--- config.mk ---
export PLATFORM = sky130hd
export DESIGN_NAME = debounce_scan_controller
export DESIGN_NICKNAME = d
export VERILOG_FILES = /design/src/rtl/debounce_scan_controller.sv
export SDC_FILE = /design/constraint.sdc
export NUM_CORES = 1
export LEC_CHECK = 0
export BUFFER_PORTS_ARGS = -buffer_cell sky130_fd_sc_hd__buf_2
export CAP_MARGIN = 20
export CORE_AREA = 4 4 79 96
export CTS_BUF_LIST = sky130_fd_sc_hd__clkbuf_8 sky130_fd_sc_hd__clkbuf_16
export CTS_CLUSTER_DIAMETER = 30
export DETAILED_ROUTE_END_ITERATION = 10
export DIE_AREA = 0 0 83 100
export GPL_ROUTABILITY_DRIVEN = 0
export PLACE_DENSITY = 0.82
export SLEW_MARGIN = 40
export SYNTH_ARGS = -nofsm -noshare
export SYNTH_HDL_FRONTEND = slang
export SYNTH_SLANG_ARGS = --single-unit
--- constraint.sdc ---
create_clock -name clock -period 8.6 [get_ports clock]
set_input_delay 0.86 -clock clock [delete_from_list [all_inputs] [get_ports clock]]
set_output_delay 0.86 -clock clock [all_outputs]
set_load 0.1 [all_outputs]
--- src/rtl/debounce_scan_controller.sv ---
// debounce_scan_controller
//
// Debounces N raw button/switch lines using one shared compare/increment
// datapath. A prescaler tick starts a scan. The scan visits channels 0..N-1,
// one per clock, and updates a per-channel stability count. When a level change
// has persisted long enough, the stable output bit is updated. At the same
// time an event {index, level} is queued on a valid/ready port.
//
// Parameters
//   N          number of channels (1..256)
//   PRESCALE   clocks per scan tick (must be >= N+2)
//   EVQ_DEPTH  event FIFO depth (power of 2, >= 2)
//
// Ports
//   clock        system clock, all logic on posedge
//   reset        synchronous, active-high
//   in[N]        raw inputs
//   delay[8]     scans a changed level must persist before acceptance
//   out[N]       debounced stable levels
//   ev_valid     event FIFO not empty
//   ev_ready     consumer accepts head event when ev_valid && ev_ready
//   ev_index     channel of head event
//   ev_level     new stable level of head event
//   ev_overflow  sticky: an event was dropped because the FIFO was full
//
// Configuration macro
//   DEBOUNCE_SYNC2_EN  when defined, each input passes through a 2-flop
//                      synchroniser. Otherwise a single register stage is
//                      used, which is suitable only for inputs that are
//                      already synchronous to clock.

module debounce_scan_controller #(
  parameter int N         = 4,
  parameter int PRESCALE  = 1000,
  parameter int EVQ_DEPTH = 4,
  localparam int IW       = (N > 1) ? $clog2(N) : 1
) (
  input  logic          clock,
  input  logic          reset,
  input  logic [N-1:0]  in,
  input  logic [7:0]    delay,
  output logic [N-1:0]  out,
  output logic          ev_valid,
  input  logic          ev_ready,
  output logic [IW-1:0] ev_index,
  output logic          ev_level,
  output logic          ev_overflow
);

  localparam int PW = (PRESCALE > 1) ? $clog2(PRESCALE) : 1;
  localparam int AW = (EVQ_DEPTH > 1) ? $clog2(EVQ_DEPTH) : 1;

  // ---------------------------------------------------------------------------
  // Input sampling stage
  // ---------------------------------------------------------------------------
  logic [N-1:0] samp_q;

`ifdef DEBOUNCE_SYNC2_EN
  logic [N-1:0] meta_q;

  always_ff @(posedge clock) begin
    if (reset) begin
      meta_q <= '0;
      samp_q <= '0;
    end else begin
      meta_q <= in;
      samp_q <= meta_q;
    end
  end
`else
  always_ff @(posedge clock) begin
    if (reset) begin
      samp_q <= '0;
    end else begin
      samp_q <= in;
    end
  end
`endif

  // ---------------------------------------------------------------------------
  // Prescaler: counts 0..PRESCALE-1; tick is high for one clock at the wrap
  // ---------------------------------------------------------------------------
  logic [PW-1:0] pre_q;
  logic          tick;

  assign tick = (pre_q == PW'(PRESCALE - 1));

  always_ff @(posedge clock) begin
    if (reset) begin
      pre_q <= '0;
    end else if (tick) begin
      pre_q <= '0;
    end else begin
      pre_q <= pre_q + 1'b1;
    end
  end

  // ---------------------------------------------------------------------------
  // Scan FSM and shared per-channel datapath
  // ---------------------------------------------------------------------------
  typedef enum logic {IDLE, SCAN} state_t;

  state_t        state_q;
  logic [IW-1:0] ch_q;
  logic [7:0]    dly_q;
  logic [N-1:0]  out_q;
  logic [7:0]    cnt_q [N];

  // The selected channel's sample, stable level and count feed the one
  // compare/increment path.
  logic       cur_s;
  logic       cur_o;
  logic [7:0] cur_cnt;
  logic       push;

  always_comb begin
    cur_s   = samp_q[ch_q];
    cur_o   = out_q[ch_q];
    cur_cnt = cnt_q[ch_q];
    // The comparison uses >= rather than ==. If delay is lowered between
    // scans, a count already past the new threshold is still accepted on
    // the next scan. It does not run up to saturation and get stuck there.
    push    = (state_q == SCAN) && (cur_s != cur_o) && (cur_cnt >= dly_q);
  end

  always_ff @(posedge clock) begin
    if (reset) begin
      state_q <= IDLE;
      ch_q    <= '0;
      dly_q   <= '0;
      out_q   <= '0;
      for (int i = 0; i < N; i++) begin
        cnt_q[i] <= '0;
      end
    end else begin
      case (state_q)
        IDLE: begin
          if (tick) begin
            dly_q   <= delay;
            ch_q    <= '0;
            state_q <= SCAN;
          end
        end
        SCAN: begin
          if (cur_s == cur_o) begin
            cnt_q[ch_q] <= '0;
          end else if (push) begin
            out_q[ch_q] <= cur_s;
            cnt_q[ch_q] <= '0;
          end else if (cur_cnt != 8'hFF) begin
            cnt_q[ch_q] <= cur_cnt + 8'd1;
          end

          if (ch_q == IW'(N - 1)) begin
            state_q <= IDLE;
          end else begin
            ch_q <= ch_q + 1'b1;
          end
        end
        default: state_q <= IDLE;
      endcase
    end
  end

  assign out = out_q;

  // ---------------------------------------------------------------------------
  // Event FIFO
  // Entries sit in a RAM array with a registered read into a head register.
  // The head register is what ev_* present, so the FIFO is first-word-
  // fall-through. A push into an empty FIFO lands in the RAM first and reaches
  // the head one clock later. Total occupancy is the RAM count plus the head
  // register, and it is capped at EVQ_DEPTH.
  // ---------------------------------------------------------------------------
  logic [IW:0]   mem [EVQ_DEPTH];
  logic [AW-1:0] wr_ptr_q;
  logic [AW-1:0] rd_ptr_q;
  logic [AW:0]   mem_count_q;
  logic          head_valid_q;
  logic [IW-1:0] head_index_q;
  logic          head_level_q;
  logic          overflow_q;

  logic [AW:0] occupancy;
  logic        full;
  logic        pop;
  logic        push_ok;
  logic        load;

  always_comb begin
    occupancy = mem_count_q + {{AW{1'b0}}, head_valid_q};
    full      = (occupancy == (AW+1)'(EVQ_DEPTH));
    pop       = head_valid_q && ev_ready;
    // When the FIFO is full, a pop in the same cycle frees the slot the push needs.
    push_ok   = push && (!full || pop);
    load      = (!head_valid_q || pop) && (mem_count_q != '0);
  end

  always_ff @(posedge clock) begin
    if (push_ok) begin
      mem[wr_ptr_q] <= {ch_q, cur_s};
    end
  end

  always_ff @(posedge clock) begin
    if (reset) begin
      wr_ptr_q     <= '0;
      rd_ptr_q     <= '0;
      mem_count_q  <= '0;
      head_valid_q <= 1'b0;
      head_index_q <= '0;
      head_level_q <= 1'b0;
      overflow_q   <= 1'b0;
    end else begin
      if (push_ok) begin
        wr_ptr_q <= wr_ptr_q + 1'b1;
      end
      if (load) begin
        rd_ptr_q                     <= rd_ptr_q + 1'b1;
        {head_index_q, head_level_q} <= mem[rd_ptr_q];
        head_valid_q                 <= 1'b1;
      end else if (pop) begin
        head_valid_q <= 1'b0;
      end

      case ({push_ok, load})
        2'b10:   mem_count_q <= mem_count_q + 1'b1;
        2'b01:   mem_count_q <= mem_count_q - 1'b1;
        default: mem_count_q <= mem_count_q;
      endcase

      if (push && !push_ok) begin
        overflow_q <= 1'b1;
      end
    end
  end

  assign ev_valid    = head_valid_q;
  assign ev_index    = head_index_q;
  assign ev_level    = head_level_q;
  assign ev_overflow = overflow_q;

endmodule

Word level (Yosys, flattened, before mapping)
Memories as Yosys holds them, arrays and structs flattened. A register that Yosys moved wholly into a read port is not among the register bits.
Index checks and enable logic that the tools add are counted.
Widths: inputs -> output; s select.
{"block": "op_classes", "n_eq_ne": 10, "multipliers": 0, "n_shift": 0, "reduce_logical": 20, "bitwise_logic": 4, "div_mod_pow": 0, "order_cmp": 3, "n_addsub": 8, "mux": 42}
{"cell": "$mux 1", "count": 27}
{"cell": "$mux 8", "count": 3}
{"cell": "$add 10x1->10 const B", "count": 1}
{"cell": "$eq 10x10->1 const B", "count": 1}
{"cell": "$mux 2", "count": 5}
{"cell": "$add 8x1->8 const B", "count": 1}
{"cell": "$ge 8x8->1", "count": 1}
{"cell": "$ne 8x8->1 const B", "count": 1}
{"cell": "$reduce_or 8->1", "count": 1}
{"cell": "$logic_and 1x1->1", "count": 7}
{"cell": "$add 2x1->2 const B", "count": 3}
{"cell": "$pmux 3 s2", "count": 1}
{"cell": "$bmux 1 s2", "count": 2}
{"cell": "$bwmux 4", "count": 1}
{"cell": "$eq 2x2->1 const B", "count": 2}
{"cell": "$ne 2x2->1 const B", "count": 2}
{"cell": "$pmux 2 s2", "count": 1}
{"cell": "$reduce_and 2->1", "count": 2}
{"cell": "$reduce_bool 2->1", "count": 2}
{"cell": "$add 3x1->3", "count": 1}
{"cell": "$add 3x1->3 const B", "count": 1}
{"cell": "$eq 3x3->1 const B", "count": 1}
{"cell": "$logic_not 1->1", "count": 3}
{"cell": "$lt 2x3->1 const B", "count": 1}
{"cell": "other kinds (13)", "count": 16}
{"block": "word_totals", "word_cells": 100, "memories": 2, "romBits": 0, "latch_bits": 0, "output_inout_bits": 9, "input_bits": 15, "mem_bits_rw": 44, "reg_bits": 38}
{"memory": "cnt_q", "words": 4, "width": 8, "read_ports": 1, "rd_ports_with_merged_regs": 1, "write_ports": 4, "line_no": "107", "rtl": "logic [7:0] cnt_q [N];"}
{"memory": "mem", "words": 4, "width": 3, "read_ports": 1, "rd_ports_with_merged_regs": 1, "write_ports": 1, "line_no": "175", "rtl": "logic [IW:0] mem [EVQ_DEPTH];"}

Depth between registers and ports, before layout
Gate-level depths: netlist of the first run.
{"block": "depth", "word_depth": 14, "mapped_depth": 15, "depth_no_buf": 14}

Worst setup path after synthesis of the first run
Ideal clock, no wire load.
{"block": "synth_path", "path_type": "register to register", "from": "register (tool-made name)", "to": "register mem_count_q[2]", "n_path_buf": 1, "t_required_ps": 8529, "synth_period_minus_slack_ps": 3498, "path_slack_ps": 5102, "setup_ps": 71, "arrival_time_ps": 3428, "path_stages_with_launch": 15, "path_cell_list": "dfxtp_1 > buf_6 > mux4_1 > ha_1 > a211o_1 > a31oi_1 > o311a_2 > nor2_1 > inv_1 > ha_1 > inv_1 > fa_1 > xor2_1 > or3_1 > a21oi_1"}
{"element": "end signal, assigned", "line_no": "227", "rtl": "2'b10: mem_count_q <= mem_count_q + 1'b1;"}
{"element": "end signal, assigned", "line_no": "228", "rtl": "2'b01: mem_count_q <= mem_count_q - 1'b1;"}
{"element": "end signal, assigned", "line_no": "229", "rtl": "default: mem_count_q <= mem_count_q;"}
{"element": "end, declared", "line_no": "178", "rtl": "logic [AW:0] mem_count_q;"}

==> results.tsv, run 1 <==
metric	value	unit
status	complete, no violations	
Slew headroom	0.454	
Worst Tran Pin Value	0.814	ns
post-DR vias/cell	5.75	
worst setup path class	flip-flop to flip-flop	
DR iter-0 viols	182	
Final Max Tran Viols	0	
clk root buf	clkbuf_8	
Ports	24	
hold path cells	1	
routed vias	2733	
final core utilization	0.699	
CP max-delay cell	mux4_1	
Crit Path Max Fanout	10	
delay of the slowest critical-path stage	0.70	ns
chip width	83	µm
port buffer count	23	
TNS Setup	0	ns
CTS tree	done	
Logic pwr share	0.178	
Setup Buffers After CTS	0	
Synth warnings	0	
ys async rst share	0	
first-pass GRT wire length	13200	µm
Post-synth top flop	edfxtp_1	
f_max	244	MHz
Clk pwr share	0.336	
top cells by count, synth	nor2_1, edfxtp_1, dfxtp_1, inv_1, ha_1	
power density over the cells	208	nW/µm²
Routed WL per cell	16.8	µm
Reg2Reg Setup Slack	4.49	ns
Seq/Total Area, Yosys	0.515	
Worst Path Required	8.88	ns
Synth top area share	0.312	
period utilization	0.477	
Syn Nets	395	
share of cells above drive strength 1	0.186	
switching power total	285	µW
overall routing resource usage	0.205	
Setup crit end kind	flip-flop	
largest net degree at the start of global routing	31	
initial antenna violation count	0	
Pleak	0.00173	µW
CTS resizes	0	
Hold Startpoint	pre_q[0]$_SDFF_PP0_	
CTS clk-pin slew, worst paths	0.09	ns
Yosys top cell by area	edfxtp_1	
global route total overflow	0	
die area	8300	µm²
Hold Path End	pre_q[0]$_SDFF_PP0_	
hold crit path type	flip-flop to flip-flop	
Avg Synthesized Cell Area	11.8	µm²
ranking of synthesized cells by area	edfxtp_1, dfxtp_1, ha_1	
CORE AREA	6690	µm²
clk sinks	87	
Layout Nets	420	
worst path bufs/invs	2	
Synth Cell Area	4240	µm²
router iterations before antenna repair	5	
Top Family by Delay on Critical Path	compound AO/OA/AOI/OAI gates	
Routed WL	8000	µm
CTS Hold Buffers Added	0	
most common cell in the netlist	nor2_1	
clk buf depth	2	
synthesized instance count	358	
CTS buffer count	9	
Post-synth EDFFs	44	
Routed Antenna Nets	0	
Fin. Hold Viols	0	
Initial Utilization	0.633	
CP startpoint kind	flip-flop	
Area Growth Syn to Fin	10.4	%
Final min period	4.11	ns
Reg power frac	0.487	
post-DP HPWL	5740	µm
CP cell instances	mux4_1 > ha_1 > a211o_1 > a31oi_1 > o311a_2 > nor2_1 > inv_1 > ha_1 > inv_1 > fa_1 > xor2_1 > or3_1 > a21oi_1	
Residual DRC	0	
Finished Layout Cells	475	
Clock Latency Late Sink	0.35	ns
FP Rows	33	
crit path DAT	4.39	ns
RSZ-0062 raised after global routing	false	
Final Power	975	µW
Power Internal	689	µW
count of cell types in the netlist	52	
post-synthesis register bit count	87	
placed insts	459	
Setup Viol. Count Final	0	
max cap viols	0	
peak supply drop	0.000160	V
reg-to-reg endpoint	mem_count_q[2]$_SDFFE_PP0P_	
Clock Skew	0.0115	ns
number of global-route vias before repair	2774	
H-tree levels	3	
worst-case reg-to-reg path depth	13	
die height	100	µm
Switching Fraction	0.293	
ant diodes	0	
[per-stage QoR]
step	hold WS [ns]	worst slack, ns	instance area, µm²
after floorplan	0.430	5.10	4240
after global placement	0.444	4.58	4420
after detailed placement	0.458	4.50	4430
after CTS	0.478	4.47	4680
after global routing	0.520	4.22	4680
final	0.470	4.49	4680
[power by group through the flow]
stage / Combinational, µW / Clock [µW] / Sequential, µW
final: 173 / 327 / 474
after global routing: 189 / 351 / 478
after CTS: 174 / 334 / 474
after detailed placement: 173 / 0 / 484
after global placement: 169 / 0 / 482
after floorplan: 90.5 / 0 / 532
[worst max-delay path by stage]
stage | startpoint | to | cells past startpoint
after detailed placement | flip-flop | mem_count_q[2]$_SDFFE_PP0P_ | 13
after global routing | flip-flop | mem_count_q[2]$_SDFFE_PP0P_ | 13
after CTS | flip-flop | mem_count_q[2]$_SDFFE_PP0P_ | 13
after global placement | flip-flop | cnt_q[3][0]$_DFFE_PP_ | 6
final | flip-flop | mem_count_q[2]$_SDFFE_PP0P_ | 13
after floorplan | flip-flop | mem_count_q[2]$_SDFFE_PP0P_ | 14
[layout make-up]
| class | instances | area, µm² |
|---|---|---|
| inverter | 28 | 105 |
| sequential | 87 | 2180 |
| fill | 463 | 2010 |
| tap | 87 | 109 |
| clock inverter | 4 | 56.3 |
| timing repair buffer | 24 | 123 |
| clock buffer | 12 | 188 |
| multi-input combinational | 233 | 1910 |
[state kept, by name, indices dropped and copies added (netlist names), named ones only]
register / flops
pre_q: 10
rd_ptr_q: 2
cnt_q: 32
samp_q: 4
mem_count_q: 3
ev_index: 2
out: 4
ev_overflow: 1
mem: 12
dly_q: 8
ch_q: 2
ev_valid: 1
wr_ptr_q: 2
ev_level: 1
state_q: 1
[layout by cell type (no fill, tap or decap), types with 3 or more instances in the layout]
cell type / netlist / final
ha_1: 21 / 21
clkbuf_8: 0 / 10
o211ai_1: 3 / 3
nand3_1: 9 / 9
nor2b_1: 5 / 5
nor3_1: 11 / 11
nor3_2: 6 / 6
mux4_2: 9 / 9
edfxtp_1: 44 / 44
mux4_1: 4 / 4
xor2_1: 13 / 13
nor2_1: 51 / 51
o21ai_0: 4 / 3
nand4_1: 8 / 8
a21oi_1: 8 / 8
inv_1: 26 / 26
or3_1: 3 / 3
buf_2: 2 / 23
and2_1: 4 / 4
dfxtp_1: 43 / 43
nand2_1: 19 / 19
xnor2_1: 5 / 5
o311ai_4: 3 / 4
mux2i_1: 18 / 18
[layer usage]
layer | GRT usage | vias up | wire length, µm | part of all wire
met4 | 0.0906 | 0 | 182 | 0.023
li1 | - | 1339 | - | -
met5 | 0 | - | 0 | 0
met3 | 0.0493 | 15 | 370 | 0.046
met2 | 0.349 | 66 | 4140 | 0.52
met1 | 0.249 | 1313 | 3310 | 0.41
[logic make-up after synthesis]
family          Yosys count  synth area share
compound gates           31            0.0665
buf+inv                  38            0.0378
simple gates            130             0.159
flops                    87             0.515
fa+ha+maj                22            0.0668
mux                      32             0.118
xor+xnor                 18            0.0372
Note: power is estimated with default switching activity, not from simulation.
==> run 2: changes to the inputs <==
Settings changed: CORE_AREA 4 4 79 96 to 4 4 86 104, DIE_AREA 0 0 83 100 to 0 0 90 108, PLACE_DENSITY 0.82 to 0.74.
Clock period 8.6 ns to 3.5 ns, I/O delays scaled along.
==> results.tsv, run 2 (synthesis gave the netlist of run 1 again) <==
metric	value	unit
status	complete, no violations	
max cap viols	0	
Clock Latency Late Sink	0.37	ns
Ports	24	
max reg flops	32	
FF-to-FF Start	cnt_q[2][2]$_SDFFCE_PN0P_	
clk root buf	clkbuf_8	
Residual DRC	0	
post-route cell area	4790	µm²
CTS buffer count	9	
Finished Layout Cells	503	
Worst Path Required	3.80	ns
CORE AREA	7970	µm²
Crit Path Max Fanout	2	
post-DP HPWL	6100	µm
H-tree levels	3	
number of global-route vias before repair	2799	
Hold Slack	0.184	ns
final core utilization	0.601	
die area	9720	µm²
die height	108	µm
overall routing resource usage	0.184	
Clock Skew	0.0118	ns
CP startpoint kind	flip-flop	
Switching Fraction	0.312	
most frequent cells in the layout	nor2_1, edfxtp_1, dfxtp_1	
Logic pwr share	0.192	
Routed WL	8440	µm
Power Internal	1560	µW
Layout Nets	440	
most common cell after layout, fill and taps aside	nor2_1	
Reg2Reg Setup Slack	0.14	ns
Pleak	0.00179	µW
Hold Startpoint	in[1]	
FP Rows	36	
hold crit path type	primary input to flip-flop	
largest net degree at the start of global routing	31	
dpl cell area	4550	µm²
peak supply drop	0.000316	V
first-pass GRT wire length	13800	µm
port buffer count	23	
period utilization	0.961	
chip width	90	µm
clk buf depth	2	
Final Max Tran Viols	0	
largest registers	cnt_q x32, mem x12, pre_q x10	
CTS tree	done	
Fin. Hold Viols	0	
Reg with most FFs	cnt_q	
clk sinks	87	
power density over the cells	473	nW/µm²
Initial Utilization	0.531	
worst-case reg-to-reg path depth	13	
post-DR vias/cell	5.58	
Routed WL per cell	16.8	µm
Reg power frac	0.513	
Final min period	3.36	ns
DR iter-0 viols	197	
Slew headroom	0.562	
Setup crit end kind	flip-flop	
share of cells above drive strength 1	0.240	
Area Growth Syn to Fin	13.2	%
f_max	297	MHz
CTS clk-pin slew, worst paths	0.09	ns
initial antenna violation count	0	
crit path DAT	3.67	ns
Worst Tran Pin Value	0.658	ns
hold path cells	2	
worst setup path class	flip-flop to flip-flop	
router iterations before antenna repair	4	
Routed Antenna Nets	0	
global route total overflow	0	
Setup Viol. Count Final	0	
ant diodes	0	
placed insts	483	
reg-to-reg endpoint	mem_count_q[2]$_SDFFE_PP0P_	
switching power total	707	µW
Hold Path End	samp_q[1]$_SDFF_PP0_	
Clk pwr share	0.294	
routed vias	2809	
[run 2: how the worst max path moves through the flow]
stage	slack, ns	from	to	cells after the start
floorplan	0.002	flip-flop	mem_count_q[2]$_SDFFE_PP0P_	14
finish	0.14	cnt_q[2][2]$_SDFFCE_PN0P_	mem_count_q[2]$_SDFFE_PP0P_	13
CTS	0.01	flip-flop	mem_count_q[2]$_SDFFE_PP0P_	14
detailed placement	0.01	flip-flop	mem_count_q[2]$_SDFFE_PP0P_	14
global route	-0.03	flip-flop	mem_count_q[2]$_SDFFE_PP0P_	14
global placement	0.12	flip-flop	mem_count_q[2]$_SDFFE_PP0P_	14
[run 2: timing repair]
item / CTS / global route
setup buffers: 0 / 4
resized for setup: 0 / 10
hold buffers: 0 / 0
endpoints found under the setup margin: 0 / 1
[run 2: layer usage]
| metal | global-route usage | routed length (µm) | vias up |
|---|---|---|---|
| li1 | - | - | 1373 |
| met5 | 0 | 0 | - |
| met4 | 0.0777 | 185 | 0 |
| met3 | 0.0411 | 470 | 17 |
| met1 | 0.223 | 3430 | 1338 |
| met2 | 0.318 | 4360 | 81 |
[run 2: critical path, stage by stage (launching register included)]
cell and delay [ns]:
edfxtp_1 0.41, mux4_2 0.50, ha_1 0.35, a211o_1 0.35
a31oi_4 0.19, o311a_2 0.19, nor2_1 0.05, inv_1 0.05
ha_1 0.17, inv_1 0.06, fa_1 0.37, xor2_1 0.16
or3_1 0.31, a21oi_1 0.14
[run 2: stage by stage]
step / total power (µW) / worst slack (ns) / setup TNS (ns)
floorplan: 1530 / 0.00187 / 0
global placement: 1600 / 0.120 / 0
detailed placement: 1620 / 0.0144 / 0
CTS: 2280 / 0.0108 / 0
global route: 2380 / -0.0282 / -0.0282
finish: 2270 / 0.135 / 0
[run 2: power by group through the flow]
stage                     clock (µW)  sequential [µW]  combinational (µW)
after floorplan                    0             1310                 222
after global placement             0             1190                 418
after detailed placement           0             1190                 430
after CTS                        682             1160                 432
after global routing             734             1170                 471
final                            668             1160                 436
[run 2: cell type report]
cell class	instances	area, µm²
multi-input cells	233	1920
well taps	95	119
repair buffers	44	277
inverters	28	105
flip-flops and latches	87	2190
clock inverters	6	41.3
fillers	668	3180
clock buffers	10	149
